### config.mk
export PLATFORM = sky130hd
export DESIGN_NAME = dbg_abscmd_initiator
export DESIGN_NICKNAME = d
export VERILOG_FILES = /design/src/rtl/dbg_abscmd_pkg.sv /design/src/rtl/dbg_abscmd_initiator.sv
export SDC_FILE = /design/constraint.sdc
export NUM_CORES = 1
export LEC_CHECK = 0
export BUFFER_PORTS_ARGS = -buffer_cell sky130_fd_sc_hd__buf_2
export CORE_AREA = 4 4 165 167
export CTS_BUF_LIST = sky130_fd_sc_hd__clkbuf_8
export CTS_CLUSTER_DIAMETER = 100
export DETAILED_ROUTE_END_ITERATION = 12
export DIE_AREA = 0 0 169 171
export PLACE_DENSITY = 0.59
export SLEW_MARGIN = 0
export SYNTH_ARGS = -nofsm -noshare
export SYNTH_HDL_FRONTEND = slang
export SYNTH_SLANG_ARGS = --single-unit
### constraint.sdc
create_clock -name i_clk -period 3.8 [get_ports i_clk]
set_input_delay 0.19 -clock i_clk [delete_from_list [all_inputs] [get_ports i_clk]]
set_output_delay 0.19 -clock i_clk [all_outputs]
set_load 0.1 [all_outputs]
### src/rtl/dbg_abscmd_pkg.sv
// Shared types and constants for the debug-module abstract command initiator.
// Holds the FSM state encoding, cmderr codes, dport special addresses and the
// register bundle (with its reset value) used by dbg_abscmd_initiator.
package dbg_abscmd_pkg;

    localparam int unsigned CNT_W  = 16;
    localparam int unsigned DATA_W = 64;
    localparam int unsigned ADDR_W = 16;

    // State encodings; IDLE is all-zero so the reset bundle can be '0.
    localparam logic [2:0] S_IDLE      = 3'd0;
    localparam logic [2:0] S_XFER_REQ  = 3'd1;
    localparam logic [2:0] S_XFER_RESP = 3'd2;
    localparam logic [2:0] S_EXEC_REQ  = 3'd3;
    localparam logic [2:0] S_EXEC_RESP = 3'd4;
    localparam logic [2:0] S_DONE      = 3'd5;

    typedef enum logic [2:0] {
        ST_IDLE      = S_IDLE,
        ST_XFER_REQ  = S_XFER_REQ,
        ST_XFER_RESP = S_XFER_RESP,
        ST_EXEC_REQ  = S_EXEC_REQ,
        ST_EXEC_RESP = S_EXEC_RESP,
        ST_DONE      = S_DONE
    } state_t;

    // Abstract command error codes.
    localparam logic [2:0] CMDERR_NONE       = 3'd0;
    localparam logic [2:0] CMDERR_BUSY       = 3'd1;
    localparam logic [2:0] CMDERR_NOTSUP     = 3'd2;
    localparam logic [2:0] CMDERR_EXCEPT     = 3'd3;
    localparam logic [2:0] CMDERR_HALTRESUME = 3'd4;

    localparam logic [2:0] AARSIZE_32 = 3'd2;
    localparam logic [2:0] AARSIZE_64 = 3'd3;
    localparam logic [1:0] SIZE_64    = 2'd3;

    // Dport address that triggers program-buffer execution.
    localparam logic [ADDR_W-1:0] DPORT_PROGBUF_EXEC = 16'hFFFF;

    // Every flop of the initiator; outputs are driven straight from here.
    typedef struct packed {
        state_t              state;
        logic [CNT_W-1:0]    cnt;
        logic [2:0]          cmderr;
        logic                busy;
        logic [DATA_W-1:0]   data0;
        logic                data0_we;
        logic                req_valid;
        logic                resp_ready;
        logic                write;
        logic [ADDR_W-1:0]   addr;
        logic [DATA_W-1:0]   wdata;
        logic [1:0]          size;
        logic                postexec;
    } regs_t;

    localparam regs_t REGS_RESET = '0;

endpackage

### src/rtl/dbg_abscmd_initiator.sv
// Abstract "access register" command initiator towards the core debug port.
// Ports:
//   i_clk, i_rst               clock, synchronous active-high reset
//   i_cmd_*                    command strobe and decoded command fields
//   i_data0                    data0 value used as write data
//   i_cmderr_clr               W1C strobe for cmderr
//   i_halted                   core halted status
//   o_busy, o_cmderr           abstractcs status
//   o_data0, o_data0_we        read result and its 1-cycle update strobe
//   o_dport_* / i_dport_*      debug port request/response handshakes
module dbg_abscmd_initiator
    import dbg_abscmd_pkg::*;
#(
    parameter int unsigned TIMEOUT_CYCLES = 1024
) (
    input  logic              i_clk,
    input  logic              i_rst,
    input  logic              i_cmd_valid,
    input  logic              i_cmd_transfer,
    input  logic              i_cmd_postexec,
    input  logic              i_cmd_write,
    input  logic [2:0]        i_cmd_aarsize,
    input  logic [15:0]       i_cmd_regno,
    input  logic [63:0]       i_data0,
    input  logic              i_cmderr_clr,
    input  logic              i_halted,
    output logic              o_busy,
    output logic [2:0]        o_cmderr,
    output logic [63:0]       o_data0,
    output logic              o_data0_we,
    output logic              o_dport_req_valid,
    input  logic              i_dport_req_ready,
    output logic              o_dport_write,
    output logic [15:0]       o_dport_addr,
    output logic [63:0]       o_dport_wdata,
    output logic [1:0]        o_dport_size,
    input  logic              i_dport_resp_valid,
    output logic              o_dport_resp_ready,
    input  logic              i_dport_resp_error,
    input  logic [63:0]       i_dport_rdata
);

    localparam logic [CNT_W-1:0] TMO_LAST = CNT_W'(TIMEOUT_CYCLES - 1);

    regs_t      r_regs;
    regs_t      w_next;
    logic       w_set;
    logic [2:0] w_code;
    logic       w_tmo;

    // State/output register.
    always_ff @(posedge i_clk) begin
        if (i_rst) begin
            r_regs <= REGS_RESET;
        end else begin
            r_regs <= w_next;
        end
    end

    assign w_tmo = (r_regs.cnt == TMO_LAST);

    // Next-state and next-output logic.
    always_comb begin
        w_next          = r_regs;
        w_next.data0_we = 1'b0;
        w_set           = 1'b0;
        w_code          = CMDERR_NONE;

        unique case (r_regs.state)
            ST_IDLE: begin
                // A pending error blocks new commands until cleared.
                if (i_cmd_valid && (r_regs.cmderr == CMDERR_NONE)) begin
                    if (!i_halted) begin
                        w_set  = 1'b1;
                        w_code = CMDERR_HALTRESUME;
                    end else if (i_cmd_transfer &&
                                 (i_cmd_aarsize != AARSIZE_32) &&
                                 (i_cmd_aarsize != AARSIZE_64)) begin
                        w_set  = 1'b1;
                        w_code = CMDERR_NOTSUP;
                    end else if (i_cmd_transfer) begin
                        w_next.state     = ST_XFER_REQ;
                        w_next.req_valid = 1'b1;
                        w_next.write     = i_cmd_write;
                        w_next.addr      = i_cmd_regno;
                        w_next.wdata     = i_data0;
                        w_next.size      = i_cmd_aarsize[1:0];
                        w_next.postexec  = i_cmd_postexec;
                    end else if (i_cmd_postexec) begin
                        w_next.state     = ST_EXEC_REQ;
                        w_next.req_valid = 1'b1;
                        w_next.write     = 1'b0;
                        w_next.addr      = DPORT_PROGBUF_EXEC;
                        w_next.postexec  = 1'b0;
                    end else begin
                        w_next.state = ST_DONE;
                    end
                end
            end

            ST_XFER_REQ, ST_EXEC_REQ: begin
                if (i_dport_req_ready) begin
                    w_next.state      = (r_regs.state == ST_XFER_REQ) ? ST_XFER_RESP
                                                                      : ST_EXEC_RESP;
                    w_next.req_valid  = 1'b0;
                    w_next.resp_ready = 1'b1;
                end else if (w_tmo) begin
                    w_next.state     = ST_DONE;
                    w_next.req_valid = 1'b0;
                    w_set            = 1'b1;
                    w_code           = CMDERR_EXCEPT;
                end else begin
                    w_next.cnt = r_regs.cnt + CNT_W'(1);
                end
            end

            ST_XFER_RESP: begin
                if (i_dport_resp_valid) begin
                    w_next.resp_ready = 1'b0;
                    if (i_dport_resp_error) begin
                        w_next.state = ST_DONE;
                        w_set        = 1'b1;
                        w_code       = CMDERR_EXCEPT;
                    end else begin
                        if (!r_regs.write) begin
                            w_next.data0    = (r_regs.size == SIZE_64) ? i_dport_rdata
                                              : {32'h0, i_dport_rdata[31:0]};
                            w_next.data0_we = 1'b1;
                        end
                        if (r_regs.postexec) begin
                            w_next.state     = ST_EXEC_REQ;
                            w_next.req_valid = 1'b1;
                            w_next.write     = 1'b0;
                            w_next.addr      = DPORT_PROGBUF_EXEC;
                            w_next.postexec  = 1'b0;
                        end else begin
                            w_next.state = ST_DONE;
                        end
                    end
                end else if (w_tmo) begin
                    w_next.state      = ST_DONE;
                    w_next.resp_ready = 1'b0;
                    w_set             = 1'b1;
                    w_code            = CMDERR_EXCEPT;
                end else begin
                    w_next.cnt = r_regs.cnt + CNT_W'(1);
                end
            end

            ST_EXEC_RESP: begin
                if (i_dport_resp_valid) begin
                    w_next.resp_ready = 1'b0;
                    w_next.state      = ST_DONE;
                    if (i_dport_resp_error) begin
                        w_set  = 1'b1;
                        w_code = CMDERR_EXCEPT;
                    end
                end else if (w_tmo) begin
                    w_next.state      = ST_DONE;
                    w_next.resp_ready = 1'b0;
                    w_set             = 1'b1;
                    w_code            = CMDERR_EXCEPT;
                end else begin
                    w_next.cnt = r_regs.cnt + CNT_W'(1);
                end
            end

            ST_DONE: begin
                w_next.state = ST_IDLE;
            end

            default: begin
                w_next = REGS_RESET;
            end
        endcase

        // Command written while a previous one is still running.
        if (i_cmd_valid && (r_regs.state != ST_IDLE) && !w_set) begin
            w_set  = 1'b1;
            w_code = CMDERR_BUSY;
        end

        // Timeout counter restarts on every state change.
        if (w_next.state != r_regs.state) begin
            w_next.cnt = '0;
        end

        w_next.busy = (w_next.state != ST_IDLE);

        // Sticky error: only set from zero; a set beats a same-cycle clear.
        if (w_set && (r_regs.cmderr == CMDERR_NONE)) begin
            w_next.cmderr = w_code;
        end else if (i_cmderr_clr) begin
            w_next.cmderr = CMDERR_NONE;
        end
    end

    assign o_busy             = r_regs.busy;
    assign o_cmderr           = r_regs.cmderr;
    assign o_data0            = r_regs.data0;
    assign o_data0_we         = r_regs.data0_we;
    assign o_dport_req_valid  = r_regs.req_valid;
    assign o_dport_write      = r_regs.write;
    assign o_dport_addr       = r_regs.addr;
    assign o_dport_wdata      = r_regs.wdata;
    assign o_dport_size       = r_regs.size;
    assign o_dport_resp_ready = r_regs.resp_ready;

endmodule

==> results.json <==
{
  "async_reset_ff_frac": 0,
  "pin_count": 312,
  "met3WireLength_mm": 1.760,
  "antenna_found_initial": 1,
  "clkSinkCount": 174,
  "rows": 59,
  "wl_met1_mm": 9.987,
  "drive_above_1_share": 0.3134,
  "viasPerCell": 4.745,
  "drt-total-wl_mm": 23.09,
  "vias": 7056,
  "critPathMaxFanout": 41,
  "drt_iter0_drc": 322,
  "clkTransAtPathRegs_ps": 110,
  "numCtsBuffers": 17,
  "synth_area_mm2": 0.008369,
  "yosysMostFrequentCell": "dfxtp_1",
  "top_layer": "met5",
  "clk_latency_ps": 470,
  "leakagePower_nw": 4.368,
  "place.gp.congestion": 0.8296,
  "tightest_slew_ps": 832.6,
  "final_cell_area_mm2": 0.01008,
  "core_area_mm2": 0.02576,
  "cts_tree": "done",
  "rsz0062_at_grt": "false",
  "cp_slowest_stage_delay_ps": 630,
  "yosysTopAreaCell": "dfxtp_1",
  "ys_types": 58,
  "fin_skew_ps": 16.44,
  "hold_viol": 0,
  "initial_core_util": 0.3249,
  "vdd_drop_max_mv": 0.1930,
  "die_h_um": 171,
  "cts-root-buf": "clkbuf_8",
  "cellPowerDensity_mw_per_mm2": 433.9,
  "crit_chain": "nor3_4, nand3_1, a2bb2oi_4, buf_4, mux2i_1, nor2_1",
  "grt.total_usage": 0.1505,
  "max_freq_mhz": 371.5,
  "wl_per_cell_um": 15.53,
  "diodes": 0,
  "finalSetupTns_ps": 0,
  "synth_flop_cell": "dfxtp_1",
  "fin_nets": 1298,
  "avgSynthCellArea_um2": 8.819,
  "numPortBuffers": 311,
  "grt_overflow": 0,
  "seq_area_frac_synth": 0.4162,
  "cp.arrival_ps": 3020,
  "crit_required_ps": 4130,
  "grt_pass1_vias": 6624,
  "slew_headroom": 0.4429,
  "dr_wl_met2_mm": 10.91,
  "synthTopCellsByArea": "dfxtp_1, buf_4, mux2i_1",
  "dieArea_mm2": 0.02890,
  "grt_pass1_wl_mm": 35.33,
  "min-delay-path-class": "in -> reg",
  "outcome": "complete, no violations",
  "cts_max_path_buffers": 2,
  "ys_ff_latch": 174,
  "syn_nets": 1108,
  "synth_edf_count": 0,
  "setup_viol": 0,
  "route.detailed.drc": 0,
  "cap_violations": 0,
  "placed_area_mm2": 0.009035,
  "area_growth_pct": 20.39,
  "ys_warn_count": 0,
  "min_period_ps": 2691,
  "crit_type": "reg -> reg",
  "fp.dieW_um": 169,
  "place.detailed.hpwl_mm": 15.43,
  "start_kind": "flip-flop",
  "synthCells": 949,
  "cts.htree.levels": 4,
  "cpMaxStageDelayCell": "nor3_4",
  "period_share": 0.7083,
  "drt-pass1-iter-count": 6,
  "ant_nets": 0,
  "slew_viol_final": 0,
  "crit_path_end_kind": "flip-flop",
  "synth_top_area_share": 0.4162,
  "ys_top_cells_by_count": "dfxtp_1, nor2_1, buf_4, and2_1, mux2i_1",
  "grt_max_degree": 73
}
[power by group]
part | switching (mW) | total [mW] | leakage (nW) | internal (mW)
combinational | 0.816 | 1.13 | 2.76 | 0.316
clock | 0.791 | 1.30 | 0.198 | 0.508
sequential | 0.0474 | 1.94 | 1.41 | 1.89
[cell usage in the layout (no fill, tap or decap), types with 2 or more instances in the layout]
cell type,synthesis,routed
inv_6,0,4
or3_1,19,19
nand2_1,29,29
nand4_1,4,4
clkinv_4,0,2
o21ai_0,8,8
a21oi_1,24,24
a211oi_1,11,11
a31oi_1,2,2
nor3_1,19,19
dfxtp_1,174,174
and4_1,3,3
o22ai_1,2,2
nor4_1,4,4
o311a_1,2,2
dlygate4sd3_1,0,65
inv_1,9,9
nor2_1,155,155
nand3_1,12,12
buf_4,154,9
inv_8,0,4
clkinv_8,0,2
mux2i_1,68,68
and2_1,68,68
and3_1,7,7
clkbuf_8,0,18
a2111oi_0,3,3
xnor2_1,12,12
nand2b_1,4,4
buf_2,13,310
a22oi_1,64,64
a22o_1,2,2
[per-layer routing]
layer / global-route usage / up-vias
met5: 0 / -
met4: 0.04760 / 2
met3: 0.04136 / 33
met2: 0.2481 / 288
met1: 0.1925 / 3269
li1: - / 3464
[final timing paths]
path,from,endpoint,slack [ps],depth (start not counted)
worst min register to register,o_dport_addr[9]$_SDFFE_PP0P_,o_dport_addr[9]$_SDFFE_PP0P_,460,2
worst max register to register,r_regs[173]$_SDFF_PP0_,o_dport_wdata[57]$_SDFFE_PP0P_,1110,6
worst max-delay path,r_regs[173]$_SDFF_PP0_,o_dport_wdata[57]$_SDFFE_PP0P_,1110,6
worst min-delay path,i_data0[35],o_dport_wdata[35]$_SDFFE_PP0P_,50,4
[repair_timing]
action,CTS,global route
gates resized for setup,0,0
setup buffers,0,0
hold buffers,65,0
hold endpoints to repair,65,0
[worst max-delay path: cells and delay by family (launching register included)]
kind / cells / cell delay, ps
AND/OR/NAND/NOR: 3 / 930
buffers and inverters: 1 / 580
flip-flops: 1 / 530
multiplexers: 1 / 260
AO/OA/AOI/OAI: 1 / 190
[final cells by class]
type	instances	area, µm²
multi-input combinational	552	3468
clock inverter	14	142.6
timing repair buffer	385	2281
inverter	9	33.78
fill	2607	15690
sequential	174	3483
clock buffer	18	247.7
tap	335	419.2
[state kept, by name, summed over array words and instances, names as in the netlist]
signal / cells
o_data0: 64
o_dport_wdata: 64
r_regs: 20
o_dport_addr: 16
o_cmderr: 3
o_dport_size: 2
o_busy: 1
o_data0_we: 1
o_dport_req_valid: 1
o_dport_resp_ready: 1
o_dport_write: 1
[kinds of logic after synthesis]
kind of cell | Yosys count | synth area share
AOI/OAI and AO/OA | 137 | 0.1199
DFF | 174 | 0.4162
muxes | 68 | 0.08133
buffers and inverters | 223 | 0.1728
adders and majority gates | 1 | 0.001495
xor gates and xnor gates | 12 | 0.01256
and+or+nand+nor | 334 | 0.1957
[through the flow]
step / hold WS [ps] / std cells / utilization / setup WS, ps / total power, mW
global placement: 424.4 / 1390 / 0.3507 / 1138 / 3.062
global route: 30.63 / 1487 / 0.3911 / 845.9 / 4.591
detailed placement: 435.1 / 1390 / 0.3507 / 1075 / 3.066
finish: 52.38 / 1487 / 0.3911 / 1109 / 4.372
CTS: 9.520 / 1487 / 0.3911 / 1050 / 4.456
floorplan: 338.3 / 949 / - / 1647 / 2.922
(Power assumes the default switching activity.)
